<file path="src/rtl/alu_seq.sv">
// Sequencer in front of the shared W-bit ALU: one-shot ALU commands plus an
// unsigned shift-add multiply (ADD/SHL/SHR only) with exact overflow detection.
module alu_seq #(
  parameter int W = 16
) (
  input  logic         clk,
  input  logic         rst,
  input  logic         start,
  input  logic [3:0]   op,
  input  logic [W-1:0] opa,
  input  logic [W-1:0] opb,
  output logic         ready,
  output logic         done,
  output logic         err,
  output logic [W-1:0] result,
  output logic         res_z,
  output logic         res_n,
  output logic         res_c,
  output logic [2:0]   alu_func,
  output logic [W-1:0] alu_a,
  output logic [W-1:0] alu_b,
  input  logic [W-1:0] alu_r,
  input  logic         alu_z,
  input  logic         alu_n,
  input  logic         alu_c
);
  typedef enum logic [2:0] {
    ST_IDLE, ST_EXEC, ST_ADD, ST_SHL, ST_SHR, ST_DONE
  } state_t;

  localparam logic [2:0] F_ADD = 3'b000;
  localparam logic [2:0] F_SHL = 3'b011;
  localparam logic [2:0] F_SHR = 3'b100;

  state_t         state_q, state_d;
  logic [2:0]     func_q, func_d;
  logic [W-1:0]   a_q, a_d, b_q, b_d;
  logic [W-1:0]   acc_q, acc_d, m_q, m_d, q_q, q_d;
  logic           m_lost_q, m_lost_d, ovf_q, ovf_d;
  logic [W-1:0]   result_q, result_d;
  logic           z_q, z_d, n_q, n_d, c_q, c_d, err_q, err_d;

  always_comb begin
    state_d  = state_q;
    func_d   = func_q;
    a_d      = a_q;
    b_d      = b_q;
    acc_d    = acc_q;
    m_d      = m_q;
    q_d      = q_q;
    m_lost_d = m_lost_q;
    ovf_d    = ovf_q;
    result_d = result_q;
    z_d      = z_q;
    n_d      = n_q;
    c_d      = c_q;
    err_d    = err_q;
    case (state_q)
      ST_IDLE, ST_DONE: begin
        state_d = ST_IDLE;
        if (start) begin
          err_d = 1'b0;
          if (!op[3]) begin
            func_d  = op[2:0];
            a_d     = opa;
            b_d     = opb;
            state_d = ST_EXEC;
          end else if (op[2:0] == 3'b000) begin
            acc_d    = '0;
            m_d      = opa;
            q_d      = opb;
            m_lost_d = 1'b0;
            ovf_d    = 1'b0;
            if (opb == '0) begin
              result_d = '0;
              z_d      = 1'b1;
              n_d      = 1'b0;
              c_d      = 1'b0;
              state_d  = ST_DONE;
            end else if (opb[0]) begin
              state_d = ST_ADD;
            end else begin
              state_d = ST_SHL;
            end
          end else begin
            err_d   = 1'b1;
            state_d = ST_DONE;
          end
        end
      end
      ST_EXEC: begin
        result_d = alu_r;
        z_d      = alu_z;
        n_d      = alu_n;
        c_d      = alu_c;
        state_d  = ST_DONE;
      end
      ST_ADD: begin
        // A multiplicand bit shifted out earlier only matters once it is added.
        acc_d   = alu_r;
        ovf_d   = ovf_q | alu_c | m_lost_q;
        state_d = ST_SHL;
      end
      ST_SHL: begin
        m_d      = alu_r;
        m_lost_d = m_lost_q | alu_c;
        state_d  = ST_SHR;
      end
      ST_SHR: begin
        q_d = alu_r;
        if (alu_z) begin
          result_d = acc_q;
          z_d      = (acc_q == '0);
          n_d      = acc_q[W-1];
          c_d      = ovf_q;
          state_d  = ST_DONE;
        end else if (alu_r[0]) begin
          state_d = ST_ADD;
        end else begin
          state_d = ST_SHL;
        end
      end
      default: state_d = ST_IDLE;
    endcase
  end

  always_comb begin
    alu_func = 3'b000;
    alu_a    = '0;
    alu_b    = '0;
    case (state_q)
      ST_EXEC: begin
        alu_func = func_q;
        alu_a    = a_q;
        alu_b    = b_q;
      end
      ST_ADD: begin
        alu_func = F_ADD;
        alu_a    = acc_q;
        alu_b    = m_q;
      end
      ST_SHL: begin
        alu_func = F_SHL;
        alu_a    = m_q;
      end
      ST_SHR: begin
        alu_func = F_SHR;
        alu_a    = q_q;
      end
      default: ;
    endcase
  end

  always_ff @(posedge clk) begin
    if (rst) begin
      state_q  <= ST_IDLE;
      func_q   <= 3'b000;
      a_q      <= '0;
      b_q      <= '0;
      acc_q    <= '0;
      m_q      <= '0;
      q_q      <= '0;
      m_lost_q <= 1'b0;
      ovf_q    <= 1'b0;
      result_q <= '0;
      z_q      <= 1'b0;
      n_q      <= 1'b0;
      c_q      <= 1'b0;
      err_q    <= 1'b0;
    end else begin
      state_q  <= state_d;
      func_q   <= func_d;
      a_q      <= a_d;
      b_q      <= b_d;
      acc_q    <= acc_d;
      m_q      <= m_d;
      q_q      <= q_d;
      m_lost_q <= m_lost_d;
      ovf_q    <= ovf_d;
      result_q <= result_d;
      z_q      <= z_d;
      n_q      <= n_d;
      c_q      <= c_d;
      err_q    <= err_d;
    end
  end

  assign ready  = (state_q == ST_IDLE) || (state_q == ST_DONE);
  assign done   = (state_q == ST_DONE);
  assign err    = err_q;
  assign result = result_q;
  assign res_z  = z_q;
  assign res_n  = n_q;
  assign res_c  = c_q;
endmodule
</file>
<file path="config.mk">
export PLATFORM = sky130hd
export DESIGN_NAME = alu_seq
export DESIGN_NICKNAME = d
export VERILOG_FILES = /design/src/rtl/alu_seq.sv
export SDC_FILE = /design/constraint.sdc
export NUM_CORES = 1
export LEC_CHECK = 0
export ABC_AREA = 1
export BUFFER_PORTS_ARGS = -buffer_cell sky130_fd_sc_hd__buf_2
export CAP_MARGIN = 15
export CORE_MARGIN = 3
export CORE_UTILIZATION = 50
export DETAILED_ROUTE_END_ITERATION = 10
export PLACE_DENSITY = 0.78
export SLEW_MARGIN = 40
export SYNTH_ARGS = -nofsm -noshare
export SYNTH_HDL_FRONTEND = slang
export SYNTH_SLANG_ARGS = --single-unit
</file>
<file path="constraint.sdc">
create_clock -name clk -period 1.4 [get_ports clk]
set_input_delay 0.14 -clock clk [delete_from_list [all_inputs] [get_ports clk]]
set_output_delay 0.14 -clock clk [all_outputs]
set_load 0.02 [all_outputs]
</file>
==> results of run 1 <==
[worst max-delay path: stages, from the launching register on]
cell and delay, ns:
dfxtp_4 0.41, inv_1 0.10, nand3_2 0.12, buf_6 0.22, o21ai_1 0.09, a21oi_1 0.24, o21ai_2 0.14, buf_6 0.15
[metrics by stage]
stage,area (µm²),util [%],hold slack [ns]
after floorplan,5550,-,0.275
after global placement,6520,62.6,0.385
after detailed placement,6520,62.6,0.393
after CTS,7320,70.3,0.00280
after global routing,8910,85.5,-0.0101
final,8910,85.5,0.00115
[flip-flops by register name, indices dropped and copies added (netlist names), 3 cells and up]
signal	cells
m_q	16
func_q	3
q_q	16
b_q	16
result	16
acc_q	16
state_q	3
a_q	16
[power groups by stage]
stage | Combinational, mW | Clock, mW | Sequential [mW]
after floorplan | 2.58 | 0 | 4.12
after global placement | 4.25 | 0 | 3.92
after detailed placement | 4.29 | 0 | 3.94
after CTS | 5.04 | 1.91 | 3.88
after global routing | 8.23 | 2.08 | 4.07
final | 8.03 | 1.99 | 4.04
[per-layer routing]
layer | wire length [µm] | part of all wire, %
met5 | 70 | 0.23
met4 | 3400 | 11
met3 | 4880 | 16
met2 | 12600 | 41
met1 | 9610 | 31
[timing repair]
item | 4_1_cts | 5_1_grt
hold buffers | 0 | 2
gates cloned | 8 | 20
setup buffers | 22 | 20
endpoints found under the setup margin | 142 | 145
pin swaps | 10 | 62
resized for setup | 78 | 304
endpoints found under the hold margin | 0 | 2
[path summary, 6_finish.rpt]
kind	start	endpoint	slack [ns]	depth (start not counted)
setup / recovery	state_q[0]	alu_a[14]	-0.60	7
hold / removal	opb[5]	b_q[5]	0.001	3
setup reg to reg	state_q[1]	acc_q[11]	-0.53	10
hold reg to reg	ovf_q	ovf_q	0.48	2
[logic make-up after synthesis]
logic type | synth area share [%]
and+or+nand+nor | 34.2
buffers and inverters | 8.60
DFF | 39.8
AOI/OAI and AO/OA | 17.4
[placed cells by master, fill, tap and decap left out, drive strengths merged]
cell         count
nand2          217
buf            213
nor2           149
dfxtp          108
o21ai           57
inv             50
nand3           47
a21oi           42
clkbuf          29
nand4           16
a31oi           16
a32o            16
nand3b          14
o2111ai         12
a22oi            4
clkinv           3
o211ai           2
o221ai           2
dlygate4sd3      2
nor3             1
or2              1
a211oi           1
clkinvlp         1
bufbuf           1
[cell type report]
class / count / area [µm²]
Inverter: 52 / 220
Timing Repair Buffer: 231 / 2280
Sequential cell: 108 / 2170
Clock inverter: 2 / 16.3
Fill cell: 462 / 1510
Tap cell: 136 / 170
Clock buffer: 14 / 183
Multi-Input combinational cell: 597 / 3870
==> flow_metrics.py, run 1 <==
metrics = {
    "outcome": {
        "status": "finished with violations",
        "violations": "negative setup slack",
    },
    "clock_network": {
        "h-tree-depth": 3,
        "cts_inserted_buffers": 9,
        "clk_pin_slew_ns": 0.11,
        "clock-sinks": 108,
        "clock_latency_ns": 0.39,
        "cts_root_buf": "clkbuf_8",
        "cts_tree": "built",
        "clock_path_buffers": 2,
    },
    "power_and_ir_drop": {
        "p_sw_share_pct": 43.6,
        "p_per_area_nw_per_um2": 1580,
        "clkPwrFrac_pct": 14.2,
        "intPower_mw": 7.93,
        "p_comb_share_pct": 57.1,
        "seqPwrFrac_pct": 28.7,
        "power_mw": 14.1,
        "p_leak_nw": 3.75,
        "p_sw_mw": 6.13,
        "max-vdd-ir-drop_v": 0.00124,
    },
    "sta": {
        "fin_tns_setup_ns": -55.98,
        "fin_crit_sh_pct": 143,
        "setup_viol": 145,
        "final_hold_viol_count": 0,
        "period_needed_ns": 2.00,
        "tightest_slew_ns": 0.575,
        "fin_skew_ns": 0.0149,
        "fmax_mhz": 500,
        "relSlewSlack_pct": 61.6,
        "drv_slew": 0,
        "worst_slack_ns": -0.599,
        "rsz0062_at_grt": "yes",
    },
    "grt": {
        "grt_use_total_pct": 32.9,
        "grt_pass1_wl_um": 30700,
        "grt_pass1_vias": 5933,
        "top_usage_layer": "met2",
        "use_met1_pct": 43.2,
        "grt_max_degree": 49,
        "use_met3_pct": 9.61,
        "antenna_found_initial": 0,
        "use_met2_pct": 51.0,
        "gr-total-overflow": 0,
    },
    "die": {
        "rows": 37,
        "io_pins": 115,
        "core_area_um2": 10400,
        "die_w_um": 110,
        "die_h_um": 110,
        "die-area_um2": 12100,
        "start_util_pct": 52.1,
    },
    "place": {
        "dp_hpwl_um": 12200,
        "pre_cts_ws_ns": -0.160,
        "gp_congestion": 0.907,
        "port_buffers": 114,
        "placed_cells": 1059,
    },
    "synth": {
        "synth.most_common_cell": "nand2_1",
        "synth_top_cell_area_share_pct": 39.8,
        "yosysSeqAreaShare_pct": 39.8,
        "synth_area_leaders": "dfxtp_1, nand2_1, nor2_1",
        "synth_edf_count": 0,
        "syn_avg_cell_area_um2": 6.67,
        "syn-instance-count": 814,
        "synth_seq_cells": 108,
        "yosysTopAreaCell": "dfxtp_1",
        "synth_ff_type": "dfxtp_1",
        "synthTopCellsByCount": "nand2_1, nor2_1, dfxtp_1, o21ai_0, nand3_1",
        "synth-async-reset-ratio_pct": 0,
        "syn_nets": 872,
        "synth_cell_type_count": 30,
        "syn_area_um2": 5430,
        "ys_warn_count": 0,
    },
    "finish": {
        "finalNetCount": 1057,
        "antenna_cells": 0,
        "syn_to_final_growth_pct": 64.2,
        "drive_above_1_share_pct": 46.2,
        "final_cells": 1140,
    },
    "worst_setup_path": {
        "endpoint_kind": "primary output",
        "start_kind": "register",
        "critical_path_class": "reg2out",
        "path_max_fanout": 12,
        "cp.arrival_ns": 1.86,
        "cp.required_ns": 1.26,
    },
    "drt": {
        "drtPass1Iterations": 11,
        "viasPerCell": 6.99,
        "wl_per_cell_um": 26.8,
        "vias": 7963,
        "ant_nets": 0,
        "drc": 0,
        "postRouteWirelength_um": 30500,
        "drtIter0Drc": 1252,
    },
    "job": {
        "drv_cap": 0,
    },
    "hold_path": {
        "hold_class": "in2reg",
    },
}
(Power assumes the default switching activity.)
==> inputs of run 2 (changes only) <==
- CELL_PAD_IN_SITES_DETAIL_PLACEMENT: not set -> 0
- CELL_PAD_IN_SITES_GLOBAL_PLACEMENT: not set -> 1
- CORE_UTILIZATION: 50 -> 35
==> flow_metrics.py, run 2 (synthesized netlist as in run 1, its figures left out) <==
metrics = {
    "outcome": {
        "status": "finished with violations",
        "violations": "negative setup slack",
    },
    "job": {
        "drv_cap": 0,
    },
    "drt": {
        "drtIter0Drc": 523,
        "postRouteWirelength_um": 19500,
        "drc": 0,
        "wl_per_cell_um": 16.8,
        "drtPass1Iterations": 5,
        "viasPerCell": 5.19,
        "vias": 6039,
        "ant_nets": 0,
    },
    "die": {
        "core_area_um2": 14900,
        "die_w_um": 131,
        "rows": 44,
        "die_h_um": 131,
        "die-area_um2": 17000,
        "start_util_pct": 36.5,
        "io_pins": 115,
    },
    "worst_setup_path": {
        "cp.arrival_ns": 1.63,
        "reg2reg_from": "state_q[1]",
        "critical_path_class": "reg2out",
        "endpoint_kind": "primary output",
        "rr_worst_depth": 9,
        "cp.required_ns": 1.26,
        "path_max_fanout": 17,
        "start_kind": "register",
        "crit_start": "state_q[0]",
    },
    "finish": {
        "syn_to_final_growth_pct": 42.1,
        "antenna_cells": 0,
        "drive_above_1_share_pct": 29.3,
        "finalNetCount": 1033,
        "final_cell_mix": "nand2_1, nor2_1, dfxtp_1, buf_2, buf_4",
        "fin_area_um2": 7710,
        "final_common_cell": "nand2_1",
        "final_cells": 1164,
        "fill_cells": 1475,
    },
    "sta": {
        "worst_slack_ns": -0.366,
        "tightest_slew_ns": 0.445,
        "fmax_mhz": 566,
        "relSlewSlack_pct": 70.4,
        "drv_slew": 0,
        "rsz0062_at_grt": "yes",
        "final_hold_viol_count": 0,
        "period_needed_ns": 1.77,
        "fin_crit_sh_pct": 126,
        "fin_skew_ns": 0.00585,
        "setup_viol": 144,
        "whs_ns": 0.0257,
    },
    "power_and_ir_drop": {
        "p_sw_share_pct": 37.7,
        "p_sw_mw": 4.37,
        "p_per_area_nw_per_um2": 1500,
        "clkPwrFrac_pct": 22.2,
        "max-vdd-ir-drop_v": 0.000727,
        "seqPwrFrac_pct": 33.7,
        "p_leak_nw": 3.50,
        "p_comb_share_pct": 44.1,
        "intPower_mw": 7.23,
    },
    "place": {
        "place_area_um2": 6850,
        "placed_cells": 1130,
        "gp_congestion": 0.835,
        "dp_hpwl_um": 14000,
        "port_buffers": 114,
    },
    "hold_path": {
        "worstHoldPathCells": 3,
        "min-delay-start": "opa[1]",
        "hold_class": "in2reg",
    },
    "grt": {
        "grt_use_total_pct": 23.3,
        "grt_pass1_wl_um": 30700,
        "grt_pass1_vias": 5923,
        "grt_max_degree": 53,
        "gr-total-overflow": 0,
        "antenna_found_initial": 0,
    },
    "clock_network": {
        "cts_hold_buf": 0,
        "h-tree-depth": 3,
        "clock-sinks": 108,
        "clk_pin_slew_ns": 0.07,
        "cts_root_buf": "clkbuf_16",
        "clock_latency_ns": 0.36,
        "cts_inserted_buffers": 9,
        "cts_tree": "built",
        "clock_path_buffers": 2,
    },
}
run 2: final cells by class:
class                           instances  area (µm²)  share of cell area, %
Tap cell                              184         230                   2.98
Multi-Input combinational cell        597        3030                   39.3
Clock inverter                          5        52.6                  0.681
Sequential cell                       108        2170                   28.1
Inverter                               52         204                   2.64
Timing Repair Buffer                  207        1790                   23.2
Clock buffer                           11         233                   3.02
run 2: per-layer routing:
layer  wire, µm  vias up  global-route usage [%]
met2       9880      191                    41.4
met4        325        0                    5.87
met5          0        -                       0
met3       1100       30                    5.00
li1           -     3013                       -
met1       8230     2805                    28.6
run 2: worst paths after layout:
kind	to	slack, ns
setup / recovery	alu_a[13]	-0.37
hold / removal	a_q[1]	0.03
setup reg to reg	result[9]	-0.26
hold reg to reg	ovf_q	0.45
run 2: repair_timing:
item | in CTS | in global routing
gates resized for setup | 101 | 8
endpoints found under the setup margin | 143 | 145
pin swaps | 11 | 1
setup buffers | 14 | 0
gates cloned | 4 | 0
run 2: power groups by stage:
| stage | clock network [mW] | registers (mW) | logic, mW |
|---|---|---|---|
| 2_1_floorplan | 0 | 4.12 | 2.58 |
| 3_3_place_gp | 0 | 3.95 | 4.39 |
| 3_5_place_dp | 0 | 3.96 | 4.41 |
| 4_1_cts | 2.60 | 3.91 | 5.08 |
| 5_1_grt | 2.72 | 3.97 | 5.63 |
| 6_report | 2.57 | 3.91 | 5.11 |
run 2: critical path, cell delays in order (launching register included):
cell and delay [ns]:
dfxtp_4 0.37, nor2_4 0.16, nand2_4 0.10, buf_12 0.17
o211ai_1 0.26, buf_4 0.20
run 2: through the flow:
step                      setup TNS (ns)  worst slack, ns  power (mW)  utilization [%]
after floorplan                   -0.227         -0.00507        6.70                -
after global placement             -3.96          -0.0864        8.35             46.1
after detailed placement           -6.78           -0.142        8.37             46.1
after CTS                         -22.47           -0.344        11.6             51.7
after global routing              -39.04           -0.406        12.3             51.9
final                             -25.62           -0.366        11.6             51.9
==> inputs of run 3 (changes only) <==
- CORE_ASPECT_RATIO: not set -> 1.25
- PLACE_DENSITY: 0.78 -> 0.83
==> flow_metrics.py, run 3 (synthesized netlist as in run 1, its figures left out) <==
metrics = {
    "outcome": {
        "status": "finished with violations",
        "violations": "negative setup slack",
    },
    "finish": {
        "finalNetCount": 1059,
        "final_common_cell": "nand2_1",
        "fill_cells": 1319,
        "final_cell_mix": "nand2_1, nor2_1, dfxtp_1, buf_2, buf_4",
        "antenna_cells": 0,
        "finish.utilization_pct": 59.7,
        "drive_above_1_share_pct": 42.7,
        "syn_to_final_growth_pct": 65.9,
    },
    "drt": {
        "viasPerCell": 5.50,
        "drtIter0Drc": 619,
        "dr_wl_met3_um": 1720,
        "highest_layer": "met4",
        "vias": 6672,
        "ant_nets": 0,
        "drtPass1Iterations": 7,
        "wl_met2_um": 11500,
        "drc": 0,
        "wl_per_cell_um": 19.5,
        "wl_met1_um": 9590,
        "postRouteWirelength_um": 23700,
    },
    "worst_setup_path": {
        "crit_start": "state_q[1]",
        "path_max_fanout": 8,
        "reg2reg_to": "q_q[8]",
        "start_kind": "register",
        "endpoint_kind": "primary output",
        "cp.arrival_ns": 1.70,
        "rr_worst_depth": 11,
        "cp.required_ns": 1.26,
        "reg2reg_from": "state_q[1]",
        "critical_path_class": "reg2out",
        "rrSetupSlack_ns": -0.40,
    },
    "die": {
        "die_h_um": 145,
        "core_area_um2": 15100,
        "rows": 50,
        "start_util_pct": 36.0,
        "die_w_um": 117,
        "io_pins": 115,
        "die-area_um2": 17000,
    },
    "sta": {
        "fin_tns_setup_ns": -43.04,
        "tightest_slew_ns": 0.526,
        "setup_viol": 142,
        "rsz0062_at_grt": "yes",
        "drv_slew": 0,
        "fin_skew_ns": 0.0107,
        "final_hold_viol_count": 0,
        "whs_ns": 0.0292,
        "fmax_mhz": 542,
        "period_needed_ns": 1.84,
        "worst_slack_ns": -0.445,
        "fin_crit_sh_pct": 132,
        "relSlewSlack_pct": 65.0,
    },
    "power_and_ir_drop": {
        "p_leak_nw": 3.83,
        "intPower_mw": 8.18,
        "p_sw_mw": 5.42,
        "p_per_area_nw_per_um2": 1510,
        "max-vdd-ir-drop_v": 0.000614,
        "p_comb_share_pct": 52.8,
        "p_sw_share_pct": 39.8,
        "seqPwrFrac_pct": 29.2,
        "clkPwrFrac_pct": 18.0,
    },
    "clock_network": {
        "clock-sinks": 108,
        "cts_tree": "built",
        "clock_path_buffers": 2,
        "clk_pin_slew_ns": 0.07,
        "cts_inserted_buffers": 9,
        "h-tree-depth": 3,
        "clock_latency_ns": 0.35,
        "cts_root_buf": "clkbuf_16",
        "cts_hold_buf": 0,
    },
    "grt": {
        "grt_pass1_vias": 5781,
        "antenna_found_initial": 0,
        "grt_max_degree": 45,
        "gr-total-overflow": 0,
        "grt_use_total_pct": 23.3,
        "grt_pass1_wl_um": 32100,
    },
    "job": {
        "drv_cap": 0,
    },
    "place": {
        "port_buffers": 114,
        "dp_hpwl_um": 13500,
        "gp_congestion": 0.834,
        "pre_cts_ws_ns": -0.153,
    },
    "hold_path": {
        "hold_class": "in2reg",
        "min-delay-start": "opa[11]",
        "worstHoldPathCells": 3,
        "hold-path-endpoint": "a_q[11]",
    },
}
==> run 3: cell count changes in the layout (fill, tap and decap cells not counted), sizes merged <==
| cell | change |
|---|---|
| clkinvlp | +1 |
| buf | +15 |
| bufinv | -1 |
| clkinv | -1 |
| clkbuf | +12 |
==> run 3: what timing repair did <==
action	in CTS	in global routing
pin swaps	19	46
endpoints found under the setup margin	142	145
setup buffers	22	18
gates cloned	12	13
resized for setup	111	203
==> run 3: final cells by class <==
cell class	count	area, µm²	share of cell area (%)
clock buffer	12	246	2.74
clock inverter	4	25.0	0.278
inverter	52	215	2.39
multi-input combinational	597	3680	40.9
sequential	108	2170	24.1
tap	208	260	2.89
timing repair buffer	233	2400	26.7
==> run 3: critical path: stages, from the launching register on <==
cell and delay (ns):
dfxtp_4 0.38, inv_4 0.07, buf_6 0.10, nor2_4 0.04
buf_12 0.13, buf_12 0.14, a22oi_2 0.16, o221ai_2 0.15
buf_4 0.18
==> run 3: metrics by stage <==
stage / total power [mW] / instance area (µm²) / instances
floorplan: 6.70 / 5550 / 814
finish: 13.6 / 9000 / 1214
detailed placement: 8.43 / 6750 / 1140
global route: 14.2 / 9000 / 1214
CTS: 11.7 / 7940 / 1190
global placement: 8.37 / 6750 / 1140
==> run 3: worst max-delay path by stage <==
| stage | depth (start not counted) | slack, ns | to |
|---|---|---|---|
| final | 8 | -0.44 | alu_a[4] |
| after global routing | 11 | -0.47 | q_q[8] |
| after CTS | 8 | -0.38 | alu_a[12] |
| after detailed placement | 7 | -0.15 | alu_a[12] |
| after global placement | 7 | -0.15 | alu_a[12] |
| after floorplan | 8 | -0.005 | res_c |
==> run 3: metal layers <==
metal	GRT usage [%]	vias up
met5	0	-
met4	7.34	0
li1	-	3078
met1	31.4	3114
met3	3.16	78
met2	38.8	402
==> run 3: power groups by stage <==
stage	logic [mW]	registers, mW	clock network, mW
finish	7.18	3.97	2.45
CTS	5.33	3.92	2.45
global placement	4.42	3.95	0
floorplan	2.58	4.12	0
detailed placement	4.47	3.96	0
global route	7.59	4.03	2.57
